**src/rtl/cvita_hdr_framer.sv**
```systemverilog
// CVITA framer: turns a header descriptor plus a payload AXI-Stream into a framed
// CVITA packet (header word, optional timestamp word, then the payload beats).
module cvita_hdr_framer #(
    parameter logic [11:0] SEQ_INIT = 12'd0
) (
    input  logic        clk,
    input  logic        reset_n,
    input  logic        clear,
    input  logic [1:0]  hdr_pkt_type,
    input  logic        hdr_eob,
    input  logic        hdr_has_time,
    input  logic [15:0] hdr_src_sid,
    input  logic [15:0] hdr_dst_sid,
    input  logic [63:0] hdr_vita_time,
    input  logic [15:0] hdr_payload_length,
    input  logic        hdr_tvalid,
    output logic        hdr_tready,
    input  logic [63:0] i_tdata,
    input  logic        i_tlast,
    input  logic        i_tvalid,
    output logic        i_tready,
    output logic [63:0] o_tdata,
    output logic        o_tlast,
    output logic        o_tvalid,
    input  logic        o_tready
);
    localparam int unsigned SEQ_W = 12;
    localparam int unsigned LEN_W = 16;
    localparam int unsigned SID_W = 16;
    localparam int unsigned DAT_W = 64;

    typedef enum logic [1:0] {IDLE, HDR, TIME, BODY} state_t;

    state_t             state_q, state_d;
    logic [SEQ_W-1:0]   seq_q, seq_d;
    logic [1:0]         type_q, type_d;
    logic               eob_q, eob_d;
    logic               has_time_q, has_time_d;
    logic [SID_W-1:0]   src_q, src_d;
    logic [SID_W-1:0]   dst_q, dst_d;
    logic [DAT_W-1:0]   time_q, time_d;
    logic [LEN_W-1:0]   len_q, len_d;

    logic hdr_fire;
    assign hdr_fire = hdr_tvalid && hdr_tready;

    // Next-state: descriptor capture, word sequencing and seqnum bookkeeping.
    always_comb begin
        state_d    = state_q;
        seq_d      = seq_q;
        type_d     = type_q;
        eob_d      = eob_q;
        has_time_d = has_time_q;
        src_d      = src_q;
        dst_d      = dst_q;
        time_d     = time_q;
        len_d      = len_q;
        case (state_q)
            IDLE: begin
                if (hdr_fire) begin
                    type_d     = hdr_pkt_type;
                    eob_d      = hdr_eob;
                    has_time_d = hdr_has_time;
                    src_d      = hdr_src_sid;
                    dst_d      = hdr_dst_sid;
                    time_d     = hdr_vita_time;
                    len_d      = hdr_payload_length +
                                 (hdr_has_time ? LEN_W'(16) : LEN_W'(8));
                    state_d    = HDR;
                end
            end
            HDR: begin
                if (o_tready) begin
                    state_d = has_time_q ? TIME : BODY;
                    seq_d   = seq_q + SEQ_W'(1);
                end
            end
            TIME: begin
                if (o_tready) state_d = BODY;
            end
            BODY: begin
                if (i_tvalid && o_tready && i_tlast) state_d = IDLE;
            end
            default: state_d = IDLE;
        endcase
        // A restart request wins over the header-handshake increment.
        if (clear) seq_d = SEQ_INIT;
    end

    always_ff @(posedge clk or negedge reset_n) begin
        if (!reset_n) begin
            state_q    <= IDLE;
            seq_q      <= SEQ_INIT;
            type_q     <= '0;
            eob_q      <= 1'b0;
            has_time_q <= 1'b0;
            src_q      <= '0;
            dst_q      <= '0;
            time_q     <= '0;
            len_q      <= '0;
        end else begin
            state_q    <= state_d;
            seq_q      <= seq_d;
            type_q     <= type_d;
            eob_q      <= eob_d;
            has_time_q <= has_time_d;
            src_q      <= src_d;
            dst_q      <= dst_d;
            time_q     <= time_d;
            len_q      <= len_d;
        end
    end

    // Header/time words come from held registers; payload is a straight pass-through.
    always_comb begin
        hdr_tready = 1'b0;
        i_tready   = 1'b0;
        o_tvalid   = 1'b0;
        o_tlast    = 1'b0;
        o_tdata    = '0;
        case (state_q)
            IDLE: hdr_tready = reset_n;
            HDR: begin
                o_tvalid = 1'b1;
                o_tdata  = {type_q, has_time_q, eob_q, seq_q, len_q, src_q, dst_q};
            end
            TIME: begin
                o_tvalid = 1'b1;
                o_tdata  = time_q;
            end
            BODY: begin
                o_tvalid = i_tvalid;
                o_tlast  = i_tlast;
                o_tdata  = i_tdata;
                i_tready = o_tready;
            end
            default: ;
        endcase
    end
endmodule

```
**config.mk**
```make
export PLATFORM = sky130hd
export DESIGN_NAME = cvita_hdr_framer
export DESIGN_NICKNAME = d
export VERILOG_FILES = /design/src/rtl/cvita_hdr_framer.sv
export SDC_FILE = /design/constraint.sdc
export NUM_CORES = 1
export LEC_CHECK = 0
export ABC_AREA = 1
export BUFFER_PORTS_ARGS = -buffer_cell sky130_fd_sc_hd__buf_2
export CAP_MARGIN = 20
export CORE_MARGIN = 3
export CORE_UTILIZATION = 44
export CTS_CLUSTER_DIAMETER = 30
export CTS_CLUSTER_SIZE = 10
export DETAILED_ROUTE_END_ITERATION = 8
export GPL_TIMING_DRIVEN = 0
export PLACE_DENSITY = 0.74
export SLEW_MARGIN = 0
export SYNTH_ARGS = -nofsm -noshare
export SYNTH_HDL_FRONTEND = slang
export SYNTH_SLANG_ARGS = --single-unit
```
**constraint.sdc**
```tcl
create_clock -name clk -period 4.2 [get_ports clk]
set_clock_uncertainty 0.05 [all_clocks]
set_input_delay 0.84 -clock clk [delete_from_list [all_inputs] [get_ports clk]]
set_output_delay 0.84 -clock clk [all_outputs]
set_load 0.02 [all_outputs]
```
==> Word-level counts from Yosys, hierarchy flattened <==
Index checks and enable logic that the tools add are counted.
{ "op_classes": {"addsub": 2, "n_eq_ne": 7, "n_mux": 15, "reduce_logical": 10} }
{ "ops": {"columns": ["cell", "n"], "rows": [
  ["64-bit one-hot mux with 3 select lines", 1],
  ["12-bit 2-to-1 mux", 3],
  ["16-bit by 5-bit adder with 16-bit output", 1],
  ["12-bit by 1-bit adder with 12-bit output (second input constant)", 1],
  ["2-bit 2-to-1 mux", 4],
  ["2-bit != test (second input constant)", 4],
  ["2-bit one-hot mux with 4 select lines", 1],
  ["5-bit 2-to-1 mux", 1],
  ["2-bit == test (second input constant)", 2],
  ["1-bit 2-to-1 mux", 4],
  ["2-bit AND reduction", 2],
  ["4-bit AND reduction", 1],
  ["2-bit nonzero test", 2],
  ["1-bit logical AND", 3],
  ["2-bit by 1-bit == test with 1-bit output (second input constant)", 1],
  ["2-bit zero test", 1],
  ["1-bit one-hot mux with 2 select lines", 1],
  ["2-bit OR reduction", 1]
]} }
{ "word_totals": {"reg_bits": 130, "in_bits": 187, "out_inout_bits": 68, "wordCells": 43} }

==> Longest topological paths before layout <==
Gate-level depths: netlist of run 1.
{ "logic_depth": {"word_depth": 5, "ltp_mapped": 10, "depth_no_buf": 10} }

==> Worst setup path after synthesis of run 1 <==
Ideal clock, no wire load.
{ "synth_timing": {"kind": "register to output", "start": "reg state_q[0]", "end": "out o_tdata[11]", "t_arrival_ns": 1.425, "required_time_ns": 3.310, "path_slack_ns": 1.885, "path_stages_with_launch": 9, "path_buffers": 2, "path_cell_list": "dfrtp_1 > inv_1 > ha_1 > buf_2 > clkbuf_1 > nand2_1 > nand3_1 > nand2_1 > inv_1"} }
{ "synth_via": {"elab_chain_cells": 2, "elab_cells_between_ends": 4, "classes_between": "eq/ne: 3; mux: 1"} }
{ "synth_rtl": {"columns": ["item", "line_no", "rtl"], "rows": [
  ["start: declaration", "34", "state_t state_q, state_d;"],
  ["start signal: assignment", "102", "state_q <= state_d;"],
  ["2-bit == test or 2-bit by 1-bit == test with 1-bit output (tied branches)", "121", "case (state_q)"],
  ["64-bit one-hot mux with 3 select lines (*)", "121", null],
  ["end: declaration", "22", "output logic [63:0] o_tdata,"]
]} }
Mark *: on every way between the ends. The rest lies on a longest branch, timed or not.

==> Worst setup path in the final report of run 1 <==
{ "layout_timing": {"start": "reg state_q[0]", "end": "out o_tdata[5]"} }
The elaborated chain is that of the path after synthesis.

==> impl_metrics.csv, run 1 <==
group,metric,value,unit
yosys,yosys-top-cells-area,"dfrtp_1, nand2_1, nand3_1",
setup_path,r2r_cells,8,
sta,fmax,288,MHz
die,start_util,45.0,%
yosys,yosysTopAreaCell,"dfrtp_1",
yosys,synthCells,1077,
cells_and_area,area_growth,30.8,%
die,die_w,134,microns
yosys,yosysWarnings,0,
setup_path,start_kind,"flip-flop",
cells_and_area,multi_input_area,3270,sq um
setup_path,r2r-start,"state_q[0]$_DFFE_PN0P_",
setup_path,timing.rr.end,"len_q[3]$_DFFE_PN0P_",
yosys,yosysMostFrequentCell,"nand2_1",
yosys,synth.ff_latch_count,130,
sta,whs,0.307,ns
die,die_area,17900,sq um
placed_design,dp.final_hpwl,17900,microns
routing,first_pass_iters,5,
routing,num_vias,7744,
yosys,synth_area,7180,sq um
sta,relSlewSlack,49.3,%
yosys,syn_nets,1272,
clock_tree,path_clk_slew,0.06,ns
yosys,avgSynthCellArea,6.66,sq um
setup_path,r2r_slack,2.19,ns
routing,viasPerCell,4.90,
clock_tree,htreeDepth,4,
setup_path,cp-end-kind,"output pin",
yosys,ys_types,27,
yosys,async_flop_share,100,%
grt,grt_pass1_vias,7390,
run,drv_cap,0,
pwr,p_per_area,729,nW/um^2
sta,rsz0062_at_grt,"false",
clock_tree,cts_num_sinks,130,
setup_path,path_class,"reg -> out",
sta,fin_crit,3.47,ns
sta,post-route-period-util,82.6,%
cells_and_area,drive_gt1_share,24.0,%
yosys,seq_area_frac_synth,45.3,%
grt,grt_remaining_overflow,0,
cells_and_area,fin_nets,1546,
yosys,synth_edf_count,0,
routing,wirelength,24600,microns
clock_tree,ctsHoldBuffers,0,
placed_design,portBuffers,254,
die,io_pins,255,
pwr,p_leak,5.81,nW
placed_design,pre_cts_ws,1.19,ns
pwr,power,0.00684,W
cells_and_area,seq_area,3250,sq um
yosys,synthTopCellsByCount,"nand2_1, dfrtp_1, inv_1",
cells_and_area,fillers,1647,
grt,track_usage,27.7,%
sta,hold_viol,0,
die,die_h,134,microns
clock_tree,clockBufferDepth,2,
setup_path,cp.arrival,2.58,ns
sta,setup_tns,0,ns
placed_design,gp_congestion,0.930,
yosys,yosys.area.top_type_share,45.3,%
grt,antenna_found_initial,2,
pwr,vdd_drop_max,0.304,mV
die,rows,46,
grt,grt_first_pass_wirelength,38300,microns
clock_tree,clock_latency,0.42,ns
die,core,15900,sq um
sta,fin_ws,0.732,ns
clock_tree,clock-root-buffer,"clkbuf_16",
sta,worst_pin_slew,0.761,ns
sta,finalSetupViolCount,0,
clock_tree,cts_resized,0,
clock_tree,cts_tree,"yes",
routing,post_drt_wl_per_cell,15.6,microns
clock_tree,post_cts_buffers,0,
clock_tree,numCtsBuffers,17,
run_status,outcome,"complete, no violations",
setup_path,worstPathRequired,3.31,ns
setup_path,path_max_fanout,10,
grt,grt_max_degree,80,
routing,drc,0,
routing,drtIter0Drc,714,
yosys,synth-main-ff-cell,"dfrtp_1",
cells_and_area,fin_util,58.9,%
sta,maxSlewViolCount,0,
routing,final_antenna_net_count,0,
hold_path,hold_class,"in -> async",
cell families after synthesis:
group | Yosys count | synth area share [%]
fa+ha+maj | 8 | 1.50
simple gates | 761 | 41.7
flops | 130 | 45.3
buf+inv | 149 | 9.07
compound gates | 25 | 1.94
xor+xnor | 4 | 0.488
worst max path at each step:
stage	startpoint	endpoint	cells after the start
2_1_floorplan	state_q[0]$_DFFE_PN0P_	o_tdata[11]	8
3_3_place_gp	reset_n	hdr_tready	4
6_report	state_q[0]$_DFFE_PN0P_	o_tdata[5]	8
5_1_grt	state_q[0]$_DFFE_PN0P_	o_tdata[39]	8
3_5_place_dp	state_q[0]$_DFFE_PN0P_	o_tdata[29]	8
4_1_cts	state_q[0]$_DFFE_PN0P_	o_tdata[29]	8
area by class of cell:
type,instances,share of cell area [%]
diodes,1,0.0267
well taps,216,2.88
plain buffers,55,3.17
clock buffers,18,4.57
flip-flops and latches,130,34.7
inverters,94,3.76
clock inverters,14,2.17
repair buffers,255,13.9
multi-input cells,798,34.9
sequential cells by signal (all words and copies together), names as in the netlist:
register / cells
state_q: 2
len_q: 16
dst_q: 16
time_q: 64
seq_q: 12
type_q: 2
has_time_q: 1
eob_q: 1
src_q: 16
cells in the final DEF, fill, tap and decap left out, types with 2 or more instances in the layout:
cell        Yosys  routed
bufinv_16       0       4
clkinvlp_4      0       3
inv_6           0       4
buf_4          18      18
o21ai_0        12      12
nand2_1       636     636
nand3_1        84      84
nand2_2         2       2
inv_2           2       2
dfrtp_1       130     130
a21oi_1         8       8
a21o_1          2       2
buf_2          18     271
clkbuf_16       0      17
clkinv_4        0       3
xor2_1          3       3
nand4_1         6       6
clkbuf_1       13      14
inv_1          92      92
nor2_1         29      29
buf_1           5       5
ha_1            7       7
layer usage:
layer	part of all wire, %	up-vias	GRT usage (%)
li1	-	3803	-
met1	44	3543	38.1
met4	2.8	2	10.6
met2	46	344	44.1
met3	6.8	52	4.61
met5	0.053	-	0
critical path: stages (launching register included):
cell and delay, ns:
dfrtp_1 0.45, inv_1 0.11, ha_1 0.26, inv_1 0.08
buf_2 0.25, buf_1 0.62, nand2_1 0.12, inv_1 0.10
buf_2 0.17
where the power goes:
group | switching, W | internal [W] | leakage (nW)
logic | 0.00212 | 0.00102 | 3.87
clock network | 0.000596 | 0.00100 | 0.298
registers | 0.000319 | 0.00179 | 1.64
total | 0.00303 | 0.00381 | 5.81
through the flow:
| step | instances | cell area, sq um |
|---|---|---|
| after global routing | 1581 | 9390 |
| after floorplan | 1077 | 7180 |
| after CTS | 1580 | 9390 |
| final | 1581 | 9390 |
| after detailed placement | 1548 | 8750 |
| after global placement | 1547 | 8720 |
Note: power is estimated with default switching activity, not from simulation.
==> run 2: changes to the inputs <==
Settings changed: ABC_AREA 1 to 0, PLACE_DENSITY 0.74 to 0.76.
Clock period 4.2 ns to 3.2 ns, I/O delays scaled along.
==> run 2 against run 1 <==
Net effect: final cell count shrank 36%; via count down 24%; clock-buffer cell count up 6; flip-flop and latch count unchanged; core utilization up 1.6 points; synthesized cell count is 50% lower; global-route usage is 0.24 points lower; register-to-register slack got worse by 1.2 ns; sequential power rose by 34%; first-iteration DRC count is 12% lower; cell area shrank 9.5%.
==> impl_metrics.csv, run 2 <==
group,metric,value,unit
routing,final_antenna_net_count,0,
cells_and_area,final_cell_mix,"buf_2, dfrtp_1, mux2_2, nor2_1, a222oi_1",
die,die_w,126,microns
setup_path,worstPathRequired,2.51,ns
die,start_util,45.4,%
cells_and_area,fin_nets,1010,
clock_tree,numCtsBuffers,17,
yosys,yosysMostFrequentCell,"dfrtp_1",
routing,num_vias,5855,
placed_design,postPlaceCellArea,7900,sq um
yosys,synthCells,543,
setup_path,r2r_slack,1.00,ns
routing,viasPerCell,5.82,
clock_tree,clockBufferDepth,2,
routing,post_drt_wl_per_cell,22.0,microns
cells_and_area,fin_util,60.5,%
run_status,outcome,"complete, no violations",
grt,track_usage,27.4,%
clock_tree,htreeDepth,4,
sta,worst_pin_slew,0.747,ns
cells_and_area,largest_register_ffs,64,
yosys,yosysTopAreaCell,"dfrtp_1",
clock_tree,clock-root-buffer,"clkbuf_16",
run,drv_cap,0,
placed_design,dp.final_hpwl,15400,microns
die,core,14000,sq um
clock_tree,cts_num_sinks,130,
yosys,yosys.area.top_type_share,51.0,%
setup_path,r2r_cells,7,
grt,antenna_found_initial,2,
pwr,p_per_area,1050,nW/um^2
setup_path,r2r-start,"state_q[0]$_DFFE_PN0P_",
yosys,synthTopCellsByCount,"dfrtp_1, mux2_2, nor2_1",
sta,fin_ws,0.134,ns
sta,post-route-period-util,95.8,%
clock_tree,cts_tree,"yes",
yosys,synth_edf_count,0,
setup_path,timing.rr.end,"time_q[62]$_DFFE_PN0P_",
placed_design,gp_congestion,0.843,
yosys,synth-main-ff-cell,"dfrtp_1",
pwr,vdd_drop_max,0.630,mV
sta,hold_viol,0,
setup_path,path_max_fanout,10,
sta,fmax,326,MHz
yosys,synth.ff_latch_count,130,
clock_tree,post_cts_buffers,0,
yosys,ys_types,37,
yosys,syn_nets,738,
routing,drtIter0Drc,626,
sta,finalSetupViolCount,0,
cells_and_area,drive_gt1_share,52.1,%
clock_tree,ctsHoldBuffers,0,
placed_design,portBuffers,253,
cells_and_area,top_register,"time_q",
sta,relSlewSlack,50.2,%
die,die_h,126,microns
hold_path,hold_class,"in -> async",
setup_path,cp.arrival,2.38,ns
yosys,yosysWarnings,0,
yosys,synth_area,6380,sq um
routing,first_pass_iters,8,
setup_path,cp-end-kind,"output pin",
setup_path,start_kind,"flip-flop",
setup_path,path_class,"reg -> out",
yosys,yosys-top-cells-area,"dfrtp_1, mux2_2, a222oi_1",
grt,grt_remaining_overflow,0,
placed_design,pre_cts_ws,0.263,ns
grt,grt_first_pass_wirelength,33400,microns
sta,maxSlewViolCount,0,
yosys,async_flop_share,100,%
die,io_pins,255,
routing,drc,0,
yosys,avgSynthCellArea,11.7,sq um
grt,grt_pass1_vias,6093,
clock_tree,clock_latency,0.41,ns
die,die_area,16000,sq um
sta,whs,0.0562,ns
sta,fin_crit,3.07,ns
cells_and_area,design_area,8500,sq um
cells_and_area,area_growth,33.3,%
clock_tree,path_clk_slew,0.05,ns
grt,grt_max_degree,100,
routing,wirelength,22100,microns
sta,rsz0062_at_grt,"false",
sta,setup_tns,0,ns
yosys,seq_area_frac_synth,51.0,%
cells_and_area,layout_commonest_cell,"buf_2",
die,rows,43,
pwr,p_leak,4.15,nW
[run 2: cell types whose count changed in the layout (fill, tap and decap cells not counted), sizes merged, moves of 4 or more]
cell    before  now
nor3         1    7
xnor2        1   14
inv         98    9
nand2      638   24
o21ai       12   16
nand3       84    8
nor4         0    4
clkbuf      32   49
nor2        29   77
a222oi       0   64
buf        296  275
mux2         0  103
[run 2: stage by stage]
step	total power (W)	cells
floorplan	0.00542	543
CTS	0.00887	1006
global placement	0.00683	976
detailed placement	0.00694	977
finish	0.00890	1006
global route	0.00938	1006
[run 2: kinds of logic (layout without fill, tap and decap cells)]
group | after synthesis | in the layout | synth area share (%)
adder cells (fa/ha/maj) | 8 | 8 | 1.69
flip-flops | 130 | 130 | 51.0
multiplexers | 103 | 103 | 18.2
XOR/XNOR | 20 | 20 | 2.75
other | 0 | 1 | 0
AND/OR/NAND/NOR | 135 | 135 | 9.83
AO/OA/AOI/OAI | 91 | 91 | 12.5
buffers and inverters | 56 | 338 | 4.00
[run 2: what timing repair did]
| item | 4_1_cts | 5_1_grt |
|---|---|---|
| gates resized for setup | 11 | 14 |
| gates cloned | 0 | 0 |
| hold endpoints to repair | 0 | 0 |
| setup endpoints to repair | 50 | 40 |
[run 2: how the worst max path moves through the flow]
stage | endpoint | cells after the start | startpoint
global placement | dst_q[0]$_DFFE_PN0P_ | 5 | reset_n
CTS | o_tdata[35] | 7 | state_q[0]$_DFFE_PN0P_
finish | o_tdata[38] | 7 | state_q[0]$_DFFE_PN0P_
detailed placement | o_tdata[38] | 7 | state_q[0]$_DFFE_PN0P_
floorplan | o_tdata[0] | 6 | state_q[0]$_DFFE_PN0P_
global route | o_tdata[0] | 6 | state_q[0]$_DFFE_PN0P_
[run 2: critical path: stages (launching register included)]
cell      delay (ns)
dfrtp_1         0.43
ha_1            0.21
buf_2           0.14
buf_2           0.20
clkbuf_2        0.31
a222oi_1        0.38
nor2_1          0.10
buf_2           0.18
[run 2: layout make-up]
class / instances / area [sq um]
Fill cell: 1236 / 5550
Sequential cell: 130 / 3250
Multi-Input combinational cell: 357 / 2870
Timing Repair Buffer: 254 / 1300
Clock buffer: 24 / 492
Buffer: 46 / 245
Tap cell: 180 / 225
Clock inverter: 5 / 77.6
Inverter: 9 / 33.8
Antenna cell: 1 / 2.50
[run 2: power by group]
group | total [W] | switching, W | leakage, nW | internal, W
combinational | 0.00417 | 0.00250 | 2.28 | 0.00166
sequential | 0.00283 | 0.000428 | 1.58 | 0.00241
clock | 0.00189 | 0.000681 | 0.278 | 0.00121
total | 0.00890 | 0.00361 | 4.15 | 0.00528
[run 2: per-layer routing]
layer	up-vias	global-route usage (%)	wire [microns]
met1	2918	35.1	8980
met4	2	9.78	548
met3	40	6.95	1780
met2	307	45.4	10800
met5	-	0	13
li1	2588	-	-
